[config.mk]
export PLATFORM = sky130hd
export DESIGN_NAME = driver_pattern_stage
export DESIGN_NICKNAME = d
export VERILOG_FILES = /design/src/rtl/driver_pattern_stage.sv
export SDC_FILE = /design/constraint.sdc
export NUM_CORES = 2
export LEC_CHECK = 0
export BUFFER_PORTS_ARGS = -buffer_cell sky130_fd_sc_hd__buf_2
export CORE_AREA = 2 2 659 661
export CTS_CLUSTER_DIAMETER = 120
export DETAILED_ROUTE_END_ITERATION = 8
export DIE_AREA = 0 0 661 663
export MAX_ROUTING_LAYER = met4
export PLACE_DENSITY_LB_ADDON = 0.05
export SYNTH_ARGS = -nofsm -noshare
export SYNTH_HDL_FRONTEND = slang
export SYNTH_SLANG_ARGS = --single-unit
[constraint.sdc]
create_clock -name clock -period 4.4 [get_ports clock]
set_input_delay 0.22 -clock clock [delete_from_list [all_inputs] [get_ports clock]]
set_output_delay 0.22 -clock clock [all_outputs]
set_load 0.02 [all_outputs]
[src/rtl/driver_pattern_stage.sv]
// Pattern-memory driver stage: reads row/col pattern words, selects one bit per driver
// and drives break-before-make high/low pairs with a programmable dead time.
module driver_pattern_stage #(
  parameter int MEM_ADDRESS_LENGTH = 7,
  parameter int NUM_OF_DRIVERS     = 16,
  parameter int DEAD_TIME          = 2
) (
  input  logic                          clock,
  input  logic                          reset_n,
  input  logic                          mem_write_n,
  input  logic [MEM_ADDRESS_LENGTH:0]   mem_address,
  input  logic [NUM_OF_DRIVERS-1:0]     mem_data,
  input  logic [MEM_ADDRESS_LENGTH-1:0] row_select,
  input  logic [MEM_ADDRESS_LENGTH-1:0] col_select,
  input  logic                          output_active,
  input  logic [NUM_OF_DRIVERS-1:0]     inverter_select,
  input  logic [NUM_OF_DRIVERS-1:0]     row_col_select,
  input  logic                          estop,
  output logic [NUM_OF_DRIVERS-1:0]     driver_high,
  output logic [NUM_OF_DRIVERS-1:0]     driver_low,
  output logic [NUM_OF_DRIVERS-1:0]     dead_active
);

  localparam int         DEPTH       = 2 ** MEM_ADDRESS_LENGTH;
  localparam logic [7:0] DEAD_RELOAD = 8'(DEAD_TIME - 1);

  typedef enum logic [1:0] {ST_OFF, ST_HIGH, ST_LOW, ST_DEAD} drv_state_t;

  logic [NUM_OF_DRIVERS-1:0]     row_mem [DEPTH];
  logic [NUM_OF_DRIVERS-1:0]     col_mem [DEPTH];
  logic [MEM_ADDRESS_LENGTH-1:0] word_index;
  logic                          bank_sel;

  logic [NUM_OF_DRIVERS-1:0] row_word;
  logic [NUM_OF_DRIVERS-1:0] col_word;
  logic                      active_q;
  logic [NUM_OF_DRIVERS-1:0] invert_q;
  logic [NUM_OF_DRIVERS-1:0] source_q;
  logic [NUM_OF_DRIVERS-1:0] pick_bit;

  drv_state_t state      [NUM_OF_DRIVERS];
  drv_state_t state_next [NUM_OF_DRIVERS];
  drv_state_t desired    [NUM_OF_DRIVERS];
  logic [7:0] dead_cnt      [NUM_OF_DRIVERS];
  logic [7:0] dead_cnt_next [NUM_OF_DRIVERS];

  assign word_index = mem_address[MEM_ADDRESS_LENGTH-1:0];
  assign bank_sel   = mem_address[MEM_ADDRESS_LENGTH];

  // Pattern banks are deliberately not reset; contents persist across reset_n.
  always_ff @(posedge clock) begin
    if (!mem_write_n) begin
      if (bank_sel) col_mem[word_index] <= mem_data;
      else          row_mem[word_index] <= mem_data;
    end
  end

  always_ff @(posedge clock or negedge reset_n) begin
    if (!reset_n) begin
      row_word <= '0;
      col_word <= '0;
      active_q <= 1'b0;
      invert_q <= '0;
      source_q <= '0;
    end else begin
      row_word <= row_mem[row_select];
      col_word <= col_mem[col_select];
      active_q <= output_active;
      invert_q <= inverter_select;
      source_q <= row_col_select;
    end
  end

  assign pick_bit = ((source_q & col_word) | (~source_q & row_word)) ^ invert_q;

  always_comb begin
    for (int i = 0; i < NUM_OF_DRIVERS; i++) begin
      desired[i] = ST_OFF;
      if (active_q) desired[i] = pick_bit[i] ? ST_HIGH : ST_LOW;
    end
  end

  always_ff @(posedge clock or negedge reset_n) begin
    if (!reset_n) begin
      for (int i = 0; i < NUM_OF_DRIVERS; i++) begin
        state[i]    <= ST_OFF;
        dead_cnt[i] <= 8'd0;
      end
    end else begin
      for (int i = 0; i < NUM_OF_DRIVERS; i++) begin
        state[i]    <= state_next[i];
        dead_cnt[i] <= dead_cnt_next[i];
      end
    end
  end

  // estop outranks the desired state: it can push drivers into DEAD but never out of it.
  always_comb begin
    for (int i = 0; i < NUM_OF_DRIVERS; i++) begin
      state_next[i]    = state[i];
      dead_cnt_next[i] = dead_cnt[i];
      case (state[i])
        ST_OFF: begin
          if (!estop && desired[i] != ST_OFF) state_next[i] = desired[i];
        end
        ST_HIGH, ST_LOW: begin
          if (estop || desired[i] != state[i]) begin
            state_next[i]    = ST_DEAD;
            dead_cnt_next[i] = DEAD_RELOAD;
          end
        end
        ST_DEAD: begin
          if (estop)                    dead_cnt_next[i] = DEAD_RELOAD;
          else if (dead_cnt[i] != 8'd0) dead_cnt_next[i] = dead_cnt[i] - 8'd1;
          else                          state_next[i]    = desired[i];
        end
        default: state_next[i] = ST_OFF;
      endcase
    end
  end

  always_comb begin
    driver_high = '0;
    driver_low  = '0;
    dead_active = '0;
    for (int i = 0; i < NUM_OF_DRIVERS; i++) begin
      driver_high[i] = (state[i] == ST_HIGH);
      driver_low[i]  = (state[i] == ST_LOW);
      dead_active[i] = (state[i] == ST_DEAD);
    end
  end

endmodule

# After elaboration in Yosys (flattened, before gate mapping)
# Memories as Yosys holds them, arrays and structs flattened. A register that Yosys moved wholly into a read port is not among the register bits.
# Index checks and enable logic that the tools add are counted.
# W data, S select, Z words.
dict set report word_totals {
  register_bits 193
  ram_bits 4096
  out_inout_bits 48
  wordCells 531
  n_memories 2
}
dict set report op_classes {
  n_addsub 16
  n_eq_ne 144
  n_mux 182
  bitwise_logic 5
  n_reduce_logical 147
}
# memory depth word_bits read_ports rd_ports_with_merged_regs write_ports line
set mem_list {}
lappend mem_list {col_mem 128 16 1 1 1 30} ;# logic [NUM_OF_DRIVERS-1:0] col_mem [DEPTH];
lappend mem_list {row_mem 128 16 1 1 1 29} ;# logic [NUM_OF_DRIVERS-1:0] row_mem [DEPTH];
# cell n
set ops {}
lappend ops {{$mux W8} 48}
lappend ops {{$pmux W8 S2} 16}
lappend ops {{$mux W2} 96}
lappend ops {{$ne A2 B2 Y1 const B} 64}
lappend ops {{$reduce_bool A8 Y1} 16}
lappend ops {{$sub A8 B1 Y8 const B} 16}
lappend ops {{$pmux W2 S3} 16}
lappend ops {{$eq A2 B2 Y1 const B} 32}
lappend ops {{$reduce_and A4 Y1} 16}
lappend ops {{$reduce_bool A2 Y1} 32}
lappend ops {{$ne A3 B2 Y1 const B} 16}
lappend ops {{$reduce_and A3 Y1} 16}
lappend ops {{$and A16 B16 Y16} 2}
lappend ops {{$eq A2 B1 Y1 const B} 16}
lappend ops {{$logic_not A2 Y1} 16}
lappend ops {{$ne A2 B2 Y1} 16}
lappend ops {{$reduce_or A2 Y1} 16}
lappend ops {{$logic_and A1 B1 Y1} 16}
lappend ops {{$logic_or A1 B1 Y1} 16}
lappend ops {{$not A16 Y16} 1}
lappend ops {{$or A16 B16 Y16} 1}
lappend ops {{$xor A16 B16 Y16} 1}
lappend ops {{$mux W1} 6}
lappend ops {{$logic_not A1 Y1} 3}

# Logic depth before layout (Yosys ltp)
dict set report depth {
  ltp_word 10
  ltp_mapped 10
  ltp_nobuf 8
}

# Worst setup path after synthesis
# No wires, ideal clock.
dict set report synth_timing {
  kind {register to register}
  start {register state[24] (netlist bit)}
  end {register dead_cnt[102] (netlist bit)}
  setup_ps 65
  t_arrival_ps 2393
  required_ps 4335
  setup_slack_ps 1942
  path_stages_with_launch 9
  synth_period_minus_slack_ps 2458
  cell_sequence {dfrtp_1 inv_1 ha_1 inv_1 nor4_1 a221o_1 or4b_4 or4_1 nand2_1}
}
dict set report synth_via {
  elab_chain_len 4
  word_cells_on_any_way 11
}
# element line
set synth_lines {}
lappend synth_lines {{from (decl)} 41} ;# drv_state_t state [NUM_OF_DRIVERS];
lappend synth_lines {{from (signal, indexed assignment)} 91} ;# state[i] <= state_next[i];
lappend synth_lines {{$eq A2 B1 Y1, or another cell as far along} 102} ;# case (state[i])
lappend synth_lines {{$reduce_or A2 Y1 / $logic_or A1 B1 Y1 (equally long branches)} {102, 107}}
lappend synth_lines {{$ne A2 B2 Y1 (no source line) / $reduce_bool A2 Y1 (equally long branches)} -}
lappend synth_lines {{$reduce_and A3 Y1 (no source line)} -}
lappend synth_lines {{to (signal, indexed assignment)} 92} ;# dead_cnt[i] <= dead_cnt_next[i];
lappend synth_lines {{to (decl)} 44} ;# logic [7:0] dead_cnt [NUM_OF_DRIVERS];
# Several ways; a longest one is shown, not always the timed one.
# A chain may end at the register's enable or synchronous reset.

# Final worst setup path
dict set report layout_timing {
  start {register col_word[9] (read register of col_mem)}
  end {register dead_cnt[53] (netlist bit)}
}
dict set report layout_via {
  elab_chain_len 9
}
# element line
set layout_lines {}
lappend layout_lines {{from (decl)} 35} ;# logic [NUM_OF_DRIVERS-1:0] col_word;
lappend layout_lines {{$and A16 B16 Y16} 74} ;# assign pick_bit = ((source_q & col_word) | (~source_q & row_word)) ^ invert_q;
lappend layout_lines {{$or A16 B16 Y16} 74}
lappend layout_lines {{$xor A16 B16 Y16} 74}
lappend layout_lines {{$mux W2 (2 in a row)} 79} ;# if (active_q) desired[i] = pick_bit[i] ? ST_HIGH : ST_LOW;
lappend layout_lines {{$ne A2 B2 Y1} 107} ;# if (estop || desired[i] != state[i]) begin
lappend layout_lines {{$logic_or A1 B1 Y1} 107}
lappend layout_lines {{$ne A2 B2 Y1 (no source line)} -}
lappend layout_lines {{$reduce_and A3 Y1 (no source line)} -}
# Every way passes these cells.

==> results.yml <==
cts:
  h-tree-depth: 5
  cts_sinks: 4321
  cts_resized: 0
  cts_setup_buffers: 0
  clockBufferDepth: 4
  clk_pin_slew_ns: 0.06
  cts_buffers: 471
  insertion_delay_ns: 1.04
  cts_root_buf: "clkbuf_16"
  cts_tree: "built"
  cts_hold_buf: 90
placed_design:
  gp_congestion: 0.838
  port_buffers: 122
  dp_worst_setup_slack_ns: 0.486
  dp_hpwl_um: 315000
critical_path:
  critical_path_required_ns: 5.21
  critPathCaptureType: "register"
  worstPathArrival_ns: 4.16
  r2r-start: "col_word[9]"
  cp_max_fo: 13
  rrSetupSlack_ns: 1.06
  start_kind: "register"
  critPathLaunch: "col_word[9]"
  path_class: "reg -> reg"
worst_hold_path:
  worstHoldPathType: "in -> reg"
  hp-start: "mem_address[2]"
floorplanning:
  core_area_um2: 432000
  dieWidth_um: 661
  io_pins: 123
  die-area_um2: 438000
  die_h_um: 663
  initial_core_util_pct: 39.7
  row_count: 242
pwr:
  p_sw_w: 0.0230
  leakage_nw: 68.1
  power.internal_w: 0.0708
  power.density_nw_per_um2: 472
  seqPwrFrac_pct: 49.7
  pwr-share-comb_pct: 9.8
  ir_drop_mv: 0.375
  switching_share_pct: 24.5
  clockPowerShare_pct: 40.5
route:
  wl_um: 519000
  vias: 95030
  drt_iter0_drc: 9314
  via_per_inst: 5.59
  antenna_left: 0
  firstDrtPassIters: 6
  wl_per_cell_um: 30.5
  drc: 0
timing:
  timing.final.crit_share_pct: 76.0
  max-slew-margin-rel_pct: 3.28
  skew_ns: 0.0974
  final.setup.tns_ns: 0
  rsz0062_at_grt: "false"
  max_clock_freq_mhz: 299
  finalHoldViolations: 0
  worst_slack_ns: 1.06
  worst_pin_slew_ns: 1.45
  slew_viol_final: 0
  finalSetupViolCount: 0
  post-route-min-period_ns: 3.34
synth:
  synth-xor-area-share_pct: 0.342
  synth.largest_area_cell: "edfxtp_1"
  syn_avg_cell_area_um2: 16.9
  netlist-cell-type-count: 80
  netlist_instances: 10145
  synthArstFlopShare_pct: 5.21
  yosys.area_share.simple_pct: 4.84
  synth_edf_count: 4096
  synth_top_family_by_area: "multiplexers"
  synth_compound_area_share_pct: 5.35
  ys_ff_latch: 4321
  synth_warnings: 0
  synthMuxAreaShare_pct: 12.2
  synth_seq_area_share_pct: 74.9
  ys.flop_type: "edfxtp_1"
  synth.top_cell.area_share_pct: 71.6
  synth_nets: 10331
  yosys-top-cells-area: "edfxtp_1 (72%), mux2i_1 (8.2%), mux2_2 (4.0%), dfrtp_1 (3.3%), a22oi_1 (2.0%)"
  synth_area_um2: 172000
  yosys.area_share.adder_pct: 0.809
global_routing:
  grt_pass1_vias: 92967
  grt_overflow: 0
  grt_usage_pct: 23.8
  antenna_found_initial: 37
  grt_pass1_wl_um: 726000
  grt_max_degree: 163
status:
  status: "finished, final reports clean"
layout:
  layout-drive-gt1-share_pct: 18.6
  post-route-util_pct: 46.0
  nets: 11030
  syn_to_final_growth_pct: 15.7
  layout_commonest_cell: "edfxtp_1"
  final_cell_mix: "edfxtp_1 (4,096), mux2i_1 (1,403), mux2_2 (616)"
run:
  drv_cap: 0
## sequential cells by signal (all words and copies together), names as in the netlist
name	count
invert_q	16
col_word	16
active_q	1
state	32
row_mem	2048
source_q	16
col_mem	2048
row_word	16
dead_cnt	128
## synthesized netlist by cell type, types with 89 or more instances
cell,instances
buf_2,220
nor2b_1,94
nand3_1,174
a21oi_1,297
nand2_1,294
a211oi_1,101
nor3_1,136
o22ai_1,310
mux2_2,616
edfxtp_1,4096
nand4_1,89
a22oi_1,448
dfrtp_1,225
ha_1,111
mux2i_1,1403
nor2_1,482
clkbuf_1,255
## layer usage
metal,track usage [%],up-vias,part of all wire [%]
met5,-,-,0
met4,4.75,0,2.1
met3,2.57,635,5.4
met2,37.2,2846,47
met1,34.1,49924,46
li1,-,41625,-
## stage by stage
| stage | hold slack (ns) | cells | power (W) | cell area (um2) |
|---|---|---|---|---|
| floorplan | -0.0756 | 10145 | 0.0529 | 172000 |
| global placement | 0.213 | 16011 | 0.0563 | 183000 |
| finish | 0.0731 | 16992 | 0.0938 | 199000 |
| CTS | 0.00272 | 16977 | 0.0946 | 199000 |
| detailed placement | 0.217 | 16014 | 0.0566 | 183000 |
| global route | 0.0552 | 16983 | 0.0971 | 199000 |
## kinds of logic after synthesis
group,after synthesis
flops,4321
mux,2020
simple gates,1638
compound gates,1378
buf+inv,610
fa+ha+maj,111
xor+xnor,67
## path summary, 6_finish.rpt
path | endpoint | depth (start not counted)
min reg2reg | dead_cnt[30] | 2
max | dead_cnt[53] | 6
max reg2reg | dead_cnt[53] | 6
min in group asynchronous | state[2] | 4
min | row_mem[39][14] | 3
max in group asynchronous | source_q[7] | 4
## area by class of cell
| cell class | instances | area, um2 |
|---|---|---|
| fill | 37119 | 233000 |
| sequential | 4321 | 129000 |
| multi-input combinational | 5214 | 41000 |
| clock buffer | 634 | 12700 |
| tap | 5734 | 7170 |
| timing repair buffer | 750 | 6770 |
| clock inverter | 239 | 2050 |
| inverter | 86 | 325 |
| antenna | 14 | 35.0 |
## power by group through the flow
stage	logic [W]	clock network, W	registers (W)
after floorplan	0.00583	0	0.0471
after global placement	0.00891	0	0.0474
after detailed placement	0.00916	0	0.0474
after CTS	0.00928	0.0388	0.0466
after global routing	0.0101	0.0404	0.0467
final	0.00921	0.0380	0.0466
## critical path, stage by stage (launching register included)
cell and delay (ns):
dfrtp_1 0.63, mux2i_1 0.99, mux2i_1 0.36, a41oi_1 0.46
nor4_1 0.48, xnor2_1 0.16, nor2_1 0.05
Note: power is estimated with default switching activity, not from simulation.
